[src/rtl/alu_pkg.sv]
`default_nettype none
// ============================================================================
// Module   : alu_pkg
// Purpose  : Shared ALU definitions: operand/opcode widths, opcode
//            enumeration and a legality helper.
// Revision : 1.0 - initial release
// ============================================================================
package alu_pkg;

  localparam int XLEN     = 32;
  localparam int ALU_OP_W = 4;

  typedef enum logic [ALU_OP_W-1:0] {
    ALU_ADD  = 4'b0000,
    ALU_SUB  = 4'b0001,
    ALU_AND  = 4'b0010,
    ALU_OR   = 4'b0011,
    ALU_XOR  = 4'b0100,
    ALU_SLL  = 4'b0101,
    ALU_SRL  = 4'b0110,
    ALU_SRA  = 4'b0111,
    ALU_SLT  = 4'b1000,
    ALU_SLTU = 4'b1001
  } alu_op_e;

  // Opcodes 1010..1111 are unassigned and flagged as errors.
  function automatic logic is_legal_op(input logic [ALU_OP_W-1:0] op);
    return (op <= 4'b1001);
  endfunction

endpackage
`default_nettype wire

[src/rtl/alu_rr_scheduler_if.sv]
`default_nettype none
// ============================================================================
// Module   : alu_rr_scheduler_if
// Purpose  : Request/response bundle between datapath clients and the
//            shared-ALU scheduler. master = clients/consumer side,
//            slave = scheduler side.
// Revision : 1.0 - initial release
// ============================================================================
interface alu_rr_scheduler_if
  import alu_pkg::*;
#(
  parameter int NUM_REQ = 4
);
  localparam int ID_W = $clog2(NUM_REQ);

  logic [NUM_REQ-1:0]          req_valid;
  logic [NUM_REQ-1:0]          req_ready;
  logic [NUM_REQ*XLEN-1:0]     req_a;
  logic [NUM_REQ*XLEN-1:0]     req_b;
  logic [NUM_REQ*ALU_OP_W-1:0] req_op;
  logic                        rsp_valid;
  logic                        rsp_ready;
  logic [ID_W-1:0]             rsp_id;
  logic [XLEN-1:0]             rsp_result;
  logic                        rsp_zero;
  logic                        rsp_err;
  logic [31:0]                 ops_done;

  modport master (
    output req_valid, req_a, req_b, req_op, rsp_ready,
    input  req_ready, rsp_valid, rsp_id, rsp_result, rsp_zero, rsp_err, ops_done
  );

  modport slave (
    input  req_valid, req_a, req_b, req_op, rsp_ready,
    output req_ready, rsp_valid, rsp_id, rsp_result, rsp_zero, rsp_err, ops_done
  );

endinterface
`default_nettype wire

[src/rtl/alu.sv]
`default_nettype none
// ============================================================================
// Module   : alu
// Purpose  : Combinational 32-bit integer ALU; unassigned opcodes give a
//            zero result with err set.
// Revision : 1.0 - initial release
// ============================================================================
module alu
  import alu_pkg::*;
(
  input  wire logic [XLEN-1:0]     a,
  input  wire logic [XLEN-1:0]     b,
  input  wire logic [ALU_OP_W-1:0] op,
  output logic      [XLEN-1:0]     result,
  output logic                     err
);

  // Opcode decode; shifts use the low five bits of b.
  always_comb begin
    result = '0;
    err    = !is_legal_op(op);
    case (op)
      ALU_ADD:  result = a + b;
      ALU_SUB:  result = a - b;
      ALU_AND:  result = a & b;
      ALU_OR:   result = a | b;
      ALU_XOR:  result = a ^ b;
      ALU_SLL:  result = a << b[4:0];
      ALU_SRL:  result = a >> b[4:0];
      ALU_SRA:  result = $signed(a) >>> b[4:0];
      ALU_SLT:  result = {{(XLEN-1){1'b0}}, ($signed(a) < $signed(b))};
      ALU_SLTU: result = {{(XLEN-1){1'b0}}, (a < b)};
      default:  result = '0;
    endcase
  end

endmodule
`default_nettype wire

[src/rtl/rr_arbiter.sv]
`default_nettype none
// ============================================================================
// Module   : rr_arbiter
// Purpose  : Combinational round-robin winner search starting at an
//            internal pointer; pointer moves past the winner on advance.
// Revision : 1.0 - initial release
// ============================================================================
module rr_arbiter #(
  parameter int N = 4
) (
  input  wire logic                 clk,
  input  wire logic                 rst,
  input  wire logic [N-1:0]         req,
  input  wire logic                 advance,
  output logic      [N-1:0]         grant_onehot,
  output logic      [$clog2(N)-1:0] grant_idx
);
  localparam int W = $clog2(N);
  localparam logic [W:0]   c_num  = (W+1)'(N);
  localparam logic [W-1:0] c_last = W'(N-1);

  logic [W-1:0] r_ptr;
  logic [N-1:0] w_rot;
  logic [W-1:0] w_off;
  logic [W:0]   w_sum;
  logic         w_found;

  // Rotate requests so that bit 0 corresponds to the pointer position.
  assign w_rot = N'({req, req} >> r_ptr);

  // First set bit of the rotated vector, mapped back to an absolute index.
  always_comb begin
    w_found      = 1'b0;
    w_off        = '0;
    grant_onehot = '0;
    for (int k = 0; k < N; k++) begin
      if (!w_found && w_rot[k]) begin
        w_found = 1'b1;
        w_off   = W'(k);
      end
    end
    w_sum     = {1'b0, r_ptr} + {1'b0, w_off};
    grant_idx = (w_sum >= c_num) ? W'(w_sum - c_num) : w_sum[W-1:0];
    if (w_found) begin
      grant_onehot[grant_idx] = 1'b1;
    end
  end

  // Pointer moves one past the granted index only when a grant is taken.
  always_ff @(posedge clk or posedge rst) begin
    if (rst) begin
      r_ptr <= '0;
    end else if (advance) begin
      r_ptr <= (grant_idx == c_last) ? '0 : grant_idx + W'(1);
    end
  end

endmodule
`default_nettype wire

[src/rtl/alu_rr_scheduler.sv]
`default_nettype none
// ============================================================================
// Module   : alu_rr_scheduler
// Purpose  : Round-robin sharing of one ALU among NUM_REQ requesters with
//            a single registered, ID-tagged response port.
// Revision : 1.0 - initial release
// ============================================================================
module alu_rr_scheduler
  import alu_pkg::*;
#(
  parameter int NUM_REQ = 4
) (
  input wire logic          clk,
  input wire logic          rst,
  alu_rr_scheduler_if.slave bus
);
  localparam int ID_W = $clog2(NUM_REQ);

  logic [NUM_REQ-1:0]  w_grant;
  logic [ID_W-1:0]     w_grant_idx;
  logic                w_can_issue;
  logic                w_issue;
  logic [XLEN-1:0]     w_a;
  logic [XLEN-1:0]     w_b;
  logic [ALU_OP_W-1:0] w_op;
  logic [XLEN-1:0]     w_result;
  logic                w_err;

  logic                r_rsp_valid;
  logic [ID_W-1:0]     r_rsp_id;
  logic [XLEN-1:0]     r_rsp_result;
  logic                r_rsp_zero;
  logic                r_rsp_err;
  logic [31:0]         r_ops_done;

  // A new op may enter when the response slot is empty or drains this cycle.
  assign w_can_issue   = !r_rsp_valid || bus.rsp_ready;
  assign w_issue       = w_can_issue && (|w_grant) && !rst;
  assign bus.req_ready = w_issue ? w_grant : '0;

  rr_arbiter #(
    .N (NUM_REQ)
  ) u_arb (
    .clk          (clk),
    .rst          (rst),
    .req          (bus.req_valid),
    .advance      (w_issue),
    .grant_onehot (w_grant),
    .grant_idx    (w_grant_idx)
  );

  // One-hot operand mux from the winning requester into the ALU.
  always_comb begin
    w_a  = '0;
    w_b  = '0;
    w_op = '0;
    for (int i = 0; i < NUM_REQ; i++) begin
      if (w_grant[i]) begin
        w_a  = bus.req_a[XLEN*i +: XLEN];
        w_b  = bus.req_b[XLEN*i +: XLEN];
        w_op = bus.req_op[ALU_OP_W*i +: ALU_OP_W];
      end
    end
  end

  alu u_alu (
    .a      (w_a),
    .b      (w_b),
    .op     (w_op),
    .result (w_result),
    .err    (w_err)
  );

  // Response register and completed-handshake counter.
  always_ff @(posedge clk or posedge rst) begin
    if (rst) begin
      r_rsp_valid  <= 1'b0;
      r_rsp_id     <= '0;
      r_rsp_result <= '0;
      r_rsp_zero   <= 1'b0;
      r_rsp_err    <= 1'b0;
      r_ops_done   <= '0;
    end else begin
      if (w_issue) begin
        r_rsp_valid  <= 1'b1;
        r_rsp_id     <= w_grant_idx;
        r_rsp_result <= w_result;
        r_rsp_zero   <= (w_result == '0);
        r_rsp_err    <= w_err;
      end else if (bus.rsp_ready) begin
        r_rsp_valid  <= 1'b0;
      end
      if (r_rsp_valid && bus.rsp_ready) begin
        r_ops_done <= r_ops_done + 32'd1;
      end
    end
  end

  assign bus.rsp_valid  = r_rsp_valid;
  assign bus.rsp_id     = r_rsp_id;
  assign bus.rsp_result = r_rsp_result;
  assign bus.rsp_zero   = r_rsp_zero;
  assign bus.rsp_err    = r_rsp_err;
  assign bus.ops_done   = r_ops_done;

endmodule
`default_nettype wire

[src/flat_wrapper.sv]
// flat-port wrapper written by rule: the top's interface ports become plain ports
module alu_rr_scheduler_flat import alu_pkg::*;
#(
  parameter int NUM_REQ = 4
)
  (clk, rst, bus_req_valid, bus_req_a, bus_req_b, bus_req_op, bus_rsp_ready, bus_req_ready, bus_rsp_valid, bus_rsp_id, bus_rsp_result, bus_rsp_zero, bus_rsp_err, bus_ops_done);
  alu_rr_scheduler_if #(.NUM_REQ(NUM_REQ)) bus_i ();
  input wire logic clk;
  input wire logic rst;
  input wire logic [$bits(bus_i.req_valid)-1:0] bus_req_valid;
  input wire logic [$bits(bus_i.req_a)-1:0] bus_req_a;
  input wire logic [$bits(bus_i.req_b)-1:0] bus_req_b;
  input wire logic [$bits(bus_i.req_op)-1:0] bus_req_op;
  input wire logic [$bits(bus_i.rsp_ready)-1:0] bus_rsp_ready;
  output wire logic [$bits(bus_i.req_ready)-1:0] bus_req_ready;
  output wire logic [$bits(bus_i.rsp_valid)-1:0] bus_rsp_valid;
  output wire logic [$bits(bus_i.rsp_id)-1:0] bus_rsp_id;
  output wire logic [$bits(bus_i.rsp_result)-1:0] bus_rsp_result;
  output wire logic [$bits(bus_i.rsp_zero)-1:0] bus_rsp_zero;
  output wire logic [$bits(bus_i.rsp_err)-1:0] bus_rsp_err;
  output wire logic [$bits(bus_i.ops_done)-1:0] bus_ops_done;
  assign bus_i.req_valid = bus_req_valid;
  assign bus_i.req_a = bus_req_a;
  assign bus_i.req_b = bus_req_b;
  assign bus_i.req_op = bus_req_op;
  assign bus_i.rsp_ready = bus_rsp_ready;
  assign bus_req_ready = bus_i.req_ready;
  assign bus_rsp_valid = bus_i.rsp_valid;
  assign bus_rsp_id = bus_i.rsp_id;
  assign bus_rsp_result = bus_i.rsp_result;
  assign bus_rsp_zero = bus_i.rsp_zero;
  assign bus_rsp_err = bus_i.rsp_err;
  assign bus_ops_done = bus_i.ops_done;
  alu_rr_scheduler #(.NUM_REQ(NUM_REQ)) u_core (.clk(clk), .rst(rst), .bus(bus_i));
endmodule
[config.mk]
export PLATFORM = sky130hd
export DESIGN_NAME = alu_rr_scheduler_flat
export DESIGN_NICKNAME = d
export VERILOG_FILES = /design/src/rtl/alu_pkg.sv /design/src/rtl/alu_rr_scheduler_if.sv /design/src/rtl/alu.sv /design/src/rtl/rr_arbiter.sv /design/src/rtl/alu_rr_scheduler.sv /design/src/flat_wrapper.sv
export SDC_FILE = /design/constraint.sdc
export NUM_CORES = 1
export LEC_CHECK = 0
export ABC_AREA = 1
export BUFFER_PORTS_ARGS = -buffer_cell sky130_fd_sc_hd__buf_2
export CAP_MARGIN = 15
export CORE_AREA = 2 2 211 255
export DETAILED_ROUTE_END_ITERATION = 16
export DIE_AREA = 0 0 213 257
export PLACE_DENSITY = 0.48
export SYNTH_ARGS = -nofsm -noshare
export SYNTH_HDL_FRONTEND = slang
export SYNTH_SLANG_ARGS = --single-unit
[constraint.sdc]
create_clock -name clk -period 7 [get_ports clk]
set_input_delay 1.05 -clock clk [delete_from_list [all_inputs] [get_ports clk]]
set_output_delay 1.05 -clock clk [all_outputs]
set_load 0.03 [all_outputs]
; ---- Word-level counts from Yosys, hierarchy flattened
; Index checks and enable logic that the tools add are counted.
[op_classes]
addsub = 6
order_cmp = 6
n_eq_ne = 10
n_shift = 4
n_mux = 28
bitwise = 3
n_reduce_logical = 18
[ops]
columns = op, count
row1 = 32-bit one-hot mux with 10 select lines, 1
row2 = 32-bit 2-to-1 mux, 8
row3 = 32-bit < comparator, 2
row4 = "32-bit by 1-bit adder with 32-bit output, second input constant", 1
row5 = 32-bit adder, 1
row6 = 32-bit AND, 1
row7 = 32-bit zero test, 1
row8 = 32-bit bitwise OR, 1
row9 = 32-bit by 5-bit << shifter with 32-bit output, 1
row10 = 32-bit by 5-bit >> shifter with 32-bit output, 1
row11 = 32-bit by 5-bit >>> shifter with 32-bit output, 1
row12 = 32-bit subtractor, 1
row13 = 32-bit bitwise XOR, 1
row14 = 4-bit 2-to-1 mux, 6
row15 = "4-bit by 3-bit == test with 1-bit output, second input constant", 4
row16 = "4-bit by 2-bit == test with 1-bit output, second input constant", 2
row17 = "4-bit == test, second input constant", 2
row18 = 1-bit 2-to-1 mux, 8
row19 = 2-bit 2-to-1 mux, 4
row20 = 8-bit by 2-bit >> shifter with 4-bit output, 1
row21 = 1-bit logical AND, 7
row22 = 1-bit zero test, 6
row23 = "4-bit by 1-bit == test with 1-bit output, second input constant", 1
row24 = "4-bit <= comparator, second input constant", 1
row25 = 12 further kinds, 12
[word_totals]
ff_bits = 71
inputBits = 279

; ---- Depth between registers and ports, before layout
; Gate-level depths: netlist of run 1.
[depth]
depth_word = 26
depth_mapped = 47
mapped_depth_nobuf = 44

; ---- Cells and area by module
; From an unflattened synthesis of run 1, not the netlist that was laid out.
[unflattened]
hier_cells = 3116
hier_area_um2 = 16145.5
[modules_own_cells]
columns = module, instances, cells_each, area_each_um2
row1 = alu, 1, 2095, 10113.4
row2 = alu_rr_scheduler, 1, 965, 5686.7
row3 = rr_arbiter, 1, 56, 345.3

; ---- Least setup slack after synthesis of run 1
; No wires, ideal clock.
[synth_path]
path_type = input-to-reg
from = input port bus_req_valid[1]
to = register u_core.r_rsp_zero (netlist: u_core.bus.rsp_zero)
setup_ns = 0.066
arrival_ns = 6.254
required_ns = 6.934
path_slack_ns = 0.680
cell_stages = 41
path_buffers = 4
cell_sequence = nand2_1 nand3_1 nand2_1 nand3_1 a21boi_0 ha_1 inv_1 xor2_1 inv_1 ha_1 clkbuf_1 clkinv_1 nor2_2 clkbuf_1 clkinv_1 clkbuf_1 a31oi_1 o21a_1 [... 5 more ...] a21boi_0 nand2_1 a21oi_1 nand3b_1 nand3_1 a21oi_1 nand2_1 nand2_1 nor2_1 nor2_1 nand3b_1 nor2_1 nand3_1 nor2_1 nand3_1 nor2_1 nand2_1 nand2_1
[synth_between]
elab_chain_cells = 26
[synth_rtl]
columns = item, line
row1 = start: declaration, flat_wrapper.sv:10  ; input wire logic [$bits(bus_i.req_valid)-1:0] bus_req_valid;
row2 = 8-bit by 2-bit >> shifter with 4-bit output *, rr_arbiter.sv:29  ; assign w_rot = N'({req, req} >> r_ptr);
row3 = 1-bit 2-to-1 mux, rr_arbiter.sv:37  ; if (!w_found && w_rot[k]) begin
row4 = 1-bit zero test, rr_arbiter.sv:37
row5 = 1-bit logical AND, rr_arbiter.sv:37
row6 = 1-bit 2-to-1 mux, rr_arbiter.sv:37
row7 = 1-bit zero test, rr_arbiter.sv:37
row8 = 1-bit logical AND, rr_arbiter.sv:37
row9 = 1-bit 2-to-1 mux, rr_arbiter.sv:37
row10 = [... 6 more ...], n/a
row11 = via u_core.u_arb.grant_idx[1], rr_arbiter.sv:16  ; output logic [$clog2(N)-1:0] grant_idx
row12 = [... 1 more ...], n/a
row13 = 1-bit logical AND (implied by the code), rr_arbiter.sv:45  ; grant_onehot[grant_idx] = 1'b1;
row14 = 1-bit 2-to-1 mux (implied by the code), rr_arbiter.sv:45
row15 = 1-bit demux with 2-bit select *, rr_arbiter.sv:45
row16 = 4-bit 2-to-1 mux *, rr_arbiter.sv:44  ; if (w_found) begin
row17 = 32-bit 2-to-1 mux or 4-bit 2-to-1 mux (tied branches) (4 in a row), alu_rr_scheduler.sv:58  ; if (w_grant[i]) begin
row18 = "32-bit subtractor, or another cell as far along", alu.sv:24  ; ALU_SUB: result = a - b;
row19 = 32-bit one-hot mux with 10 select lines, alu.sv:22  ; case (op)
row20 = 32-bit zero test, alu_rr_scheduler.sv:88  ; r_rsp_zero <= (w_result == '0);
row21 = end signal: assignment, alu_rr_scheduler.sv:88
row22 = end: declaration, alu_rr_scheduler.sv:32  ; logic r_rsp_zero;
; Mark *: on every way through the listed nets, which the timed path passes. The rest lies on a longest branch.
; A chain may end at the register's enable or synchronous reset.

; ---- Final worst setup path of run 1
; Ends and elaborated chain as after synthesis.

==> results of run 1 <==
through the flow:
step | util, % | hold slack [ns] | setup TNS, ns
6_report | 39.2 | 0.474 | 0
5_1_grt | 39.2 | 0.505 | 0
4_1_cts | 38.9 | 0.482 | 0
3_5_place_dp | 38.4 | 0.468 | -0.240
3_3_place_gp | 38.4 | 0.463 | -0.183
2_1_floorplan | - | 0.625 | 0
critical path, delay by kind of cell:
family,cells,cell delay [ns]
simple gates,13,1.49
xor+xnor,2,0.34
buf+inv,13,1.92
compound gates,8,1.31
fa+ha+maj,3,0.66
what timing repair did:
action                     in CTS  in global routing
resized for setup               0                 28
setup buffers                   0                  5
setup endpoints to repair       0                 12
sequential cells by signal (all words and copies together) (netlist names):
signal and cells:
u_core.u_arb.r_ptr 2, u_core.bus.rsp_zero 1, u_core.bus.rsp_id 2, u_core.bus.rsp_valid 1, u_core.bus.rsp_result 32, u_core.bus.ops_done 32
u_core.bus.rsp_err 1
per-layer routing:
metal / up-vias / track usage, %
met4: 0 / 14.5
met1: 9971 / 39.1
met2: 911 / 52.1
met3: 136 / 2.16
met5: - / 0
li1: 10400 / -
path summary, 6_finish.rpt:
check / startpoint / depth (start not counted) / slack (ns) / endpoint
max: bus_req_valid[1] / 39 / 0.49 / u_core.bus.rsp_zero$_DFFE_PP0P_
min: u_core.bus.rsp_result[6]$_DFFE_PP0P_ / 2 / 0.47 / u_core.bus.rsp_result[6]$_DFFE_PP0P_
max reg2reg: u_core.u_arb.r_ptr[0]$_DFFE_PP0P_ / 39 / 0.79 / u_core.bus.rsp_zero$_DFFE_PP0P_
min reg2reg: u_core.bus.rsp_result[6]$_DFFE_PP0P_ / 2 / 0.47 / u_core.bus.rsp_result[6]$_DFFE_PP0P_
max in group asynchronous: rst / 3 / 5.41 / u_core.bus.rsp_result[8]$_DFFE_PP0P_
min in group asynchronous: rst / 3 / 0.99 / u_core.bus.rsp_id[0]$_DFFE_PP0P_
area by class of cell:
class	count	area, sq um
timing repair buffer	659	4290
fill	6031	31700
clock inverter	3	42.5
antenna	1	2.50
tap	705	882
inverter	374	1410
clock buffer	12	256
multi-input combinational	2310	11800
sequential	71	1780
cell families after synthesis:
family	count (synthesis)	synth area share, %
simple gates	1716	47.3
buf+inv	516	13.5
compound gates	427	15.7
fa+ha+maj	108	8.80
flops	71	11.4
xor+xnor	58	3.27
cell usage in the layout (no fill, tap or decap), types with 10 or more instances in the layout:
cell type    n
nand2_1    899
nand3_1    426
inv_1      352
buf_2      351
buf_4      290
nor2_1     253
o21ai_0    171
a21oi_1    112
ha_1       103
dfrtp_1     71
xor2_1      48
a31oi_1     31
nor3_1      30
o21a_1      30
nand4_1     28
inv_2       19
buf_12      18
nand2_2     16
a21o_1      14
o22ai_1     14
nand3b_1    12
o21ai_1     11
xnor2_1     10
==> flow_summary.toml, run 1 <==
[timing]
slew_viol_final = 0
worst_pin_slew_ns = 0.890
finalHoldViolations = 0
rsz0062_at_grt = "false"
fin_crit_sh_pct = 93.1
finalSetupViolCount = 0
fmax_mhz = 154
fin_ws_ns = 0.486
finClkSkew_ns = 0.00582
period_minus_slack_ns = 6.51
relSlewSlack_pct = 40.6

[global_route]
grt_pass1_vias = 20700
grt_first_pass_wirelength_mm = 127
track_usage_pct = 30.7
grt_antenna_before_repair = 2
grt_max_degree = 72
grt-ovfl-total = 0

[route]
routed_wl_mm = 86.8
met3_length_mm = 4.52
wl_met2_mm = 41.3
routedWlPerCell_um = 21.0
top_layer = "met4"
ant_nets = 0
vias = 21400
drtIter0Drc = 1983
first_pass_iters = 6
routed_via_density = 5.18
drc_errors = 0
wl_met1_mm = 36.3

[floorplan]
start_util_pct = 29.8
die_w_um = 213
coreArea_sq_mm = 0.0521
die-height_um = 257
dieArea_sq_mm = 0.0547
ioPinCount = 352
fp-row-count = 92

[placed_design]
dp_slack_ns = -0.190
place_inst = 4113
gp_congestion = 1.08
placed_area_sq_mm = 0.0200
io_buffers = 351
hpwl_mm = 73.8

[yosys]
synth_seq_area_share_pct = 11.4
synth.area.top_cells = "nand2_1, nand3_1, dfrtp_1"
yosysMostFrequentCell = "nand2_1"
synthArstFlopShare_pct = 100
ys.flop_type = "dfrtp_1"
syn-cell-area_sq_mm = 0.0155
synth_cell_types = 52
synth_nets = 3283
synthTopCellsByCount = "nand2_1, nand3_1, inv_1"
synth.avg_cell_area_sq_um = 5.36
synthCells = 2896
synth-seq-cells = 71
synth.top_cell.area_share_pct = 21.7
synth_edf_count = 0
yosysTopAreaCell = "nand2_1"
synth_warnings = 0

[layout]
fin_area_sq_mm = 0.0205
drive_above_1_share_pct = 22.3
finalNetCount = 3812
final_cells = 4135
syn2layout_area_growth_pct = 31.7

[status]
outcome = "complete, no violations"

[clock_tree]
clock_sinks = 71
hold_buffers = 0
cts_made_buffers = 9
clk_pin_slew_ns = 0.06
cts_buffer_depth = 2
insertion_delay_ns = 0.34
htreeDepth = 3
cts-root-buf = "clkbuf_16"
cts_tree = "done"

[worst_setup_path]
critical_path.startpoint_type = "input pin"
crit_arrival_ns = 6.79
crit_type = "in2reg"
slowest_delay_ns = 0.41
cp_max_fo = 20
cp_slowest_cell = "nor3_1"
endpoint_kind = "flop"
crit_required_ns = 7.27

[hold_path]
hold_path.class = "reg2reg"

[run]
cap_viol_max_count = 0
Power of run 1 is left out: the tool's default activity adds up to more than one toggle a clock period on the data nets, which glitch-free logic cannot reach.
==> run 2, diff against run 1 <==
BUFFER_PORTS_ARGS = -buffer_cell sky130_fd_sc_hd__buf_4   (was -buffer_cell sky130_fd_sc_hd__buf_2)
==> flow_summary.toml, run 2 (synthesis results as in run 1) <==
[status]
outcome = "complete, no violations"

[worst_setup_path]
crit_required_ns = 7.28
crit_top_cell = "nand2_1"
slowest_delay_ns = 0.43
crit_arrival_ns = 6.83
critical_path.startpoint_type = "input pin"
cp_slowest_cell = "ha_2"
crit_type = "in2reg"
cp_max_fo = 23
endpoint_kind = "flop"

[route]
routed_via_density = 5.19
drtIter0Drc = 1980
met3_length_mm = 5.35
wl_met2_mm = 42.5
ant_nets = 0
routedWlPerCell_um = 21.8
vias = 21600
top_layer = "met5"
drc_errors = 0
wl_met1_mm = 37.4
first_pass_iters = 6
routed_wl_mm = 90.6

[floorplan]
die_w_um = 213
coreArea_sq_mm = 0.0521
fp-row-count = 92
ioPinCount = 352
dieArea_sq_mm = 0.0547
die-height_um = 257
start_util_pct = 29.8

[timing]
finClkSkew_ns = 0.00469
fmax_mhz = 153
period_minus_slack_ns = 6.55
worst_pin_slew_ns = 0.903
relSlewSlack_pct = 39.8
finalSetupViolCount = 0
fin_crit_sh_pct = 93.6
fin_ws_ns = 0.451
rsz0062_at_grt = "false"
finalHoldViolations = 0
slew_viol_final = 0

[clock_tree]
hold_buffers = 0
insertion_delay_ns = 0.34
cts_tree = "done"
htreeDepth = 3
clk_pin_slew_ns = 0.05
cts_made_buffers = 9
cts-root-buf = "clkbuf_16"
clock_sinks = 71
cts_buffer_depth = 2

[layout]
final_common_cell = "nand2_1"
syn2layout_area_growth_pct = 39.2
diodes = 0
fin_area_sq_mm = 0.0216
finalNetCount = 3841
drive_above_1_share_pct = 22.8
final_cells = 4163
most-common-layout-cells = "nand2_1, buf_4, nand3_1, inv_1, nor2_1"

[global_route]
grt_max_degree = 72
grt_antenna_before_repair = 2
grt_pass1_vias = 20700
grt_first_pass_wirelength_mm = 132
grt-ovfl-total = 0
track_usage_pct = 32.2

[placed_design]
placed_area_sq_mm = 0.0212
gp_congestion = 1.03
io_buffers = 351
place_inst = 4147
hpwl_mm = 77.7
dp_slack_ns = -0.676

[run]
cap_viol_max_count = 0

[hold_path]
hold_path.class = "reg2reg"
[run 2: final cells by class]
type,count,area (sq um)
clock buffers,10,239
clock inverters,5,81.3
inverters,374,1400
well taps,705,882
multi-input cells,2309,11800
flip-flops and latches,71,1780
repair buffers,689,5450
fillers,5970,30500
[run 2: worst paths after layout]
check / from / to / slack [ns] / cells past startpoint
worst max-delay path: bus_req_valid[1] / u_core.bus.rsp_zero$_DFFE_PP0P_ / 0.45 / 39
max in group asynchronous: rst / u_core.bus.rsp_result[19]$_DFFE_PP0P_ / 5.40 / 3
worst min-delay path: u_core.bus.rsp_result[18]$_DFFE_PP0P_ / u_core.bus.rsp_result[18]$_DFFE_PP0P_ / 0.48 / 2
worst min register to register: u_core.bus.rsp_result[18]$_DFFE_PP0P_ / u_core.bus.rsp_result[18]$_DFFE_PP0P_ / 0.48 / 2
min in group asynchronous: rst / u_core.bus.ops_done[29]$_DFFE_PP0P_ / 0.99 / 3
worst max register to register: u_core.u_arb.r_ptr[0]$_DFFE_PP0P_ / u_core.bus.rsp_zero$_DFFE_PP0P_ / 0.75 / 39
[run 2: metal layers]
layer	vias to the layer above	GRT usage (%)
li1	10400	-
met1	10000	40.8
met2	956	54.3
met3	158	2.70
met4	2	16.4
met5	-	0
[run 2: per-stage QoR]
step | setup TNS [ns] | utilization (%) | hold WS, ns
after floorplan | 0 | - | 0.625
after global placement | -1.68 | 40.6 | 0.467
after detailed placement | -1.49 | 40.6 | 0.473
after CTS | 0 | 41.3 | 0.488
after global routing | 0 | 41.5 | 0.512
final | 0 | 41.5 | 0.482
[run 2: critical path: cells and delay by family]
| family | cells | cell delay [ns] |
|---|---|---|
| xor+xnor | 1 | 0.20 |
| fa+ha+maj | 3 | 0.86 |
| compound gates | 6 | 0.76 |
| simple gates | 19 | 2.63 |
| buf+inv | 10 | 1.30 |
[run 2: what timing repair did]
item	in CTS	in global routing
setup endpoints to repair	2	9
gates resized for setup	3	26
buffers inserted	0	1
Power of run 2 is left out for the same reason.
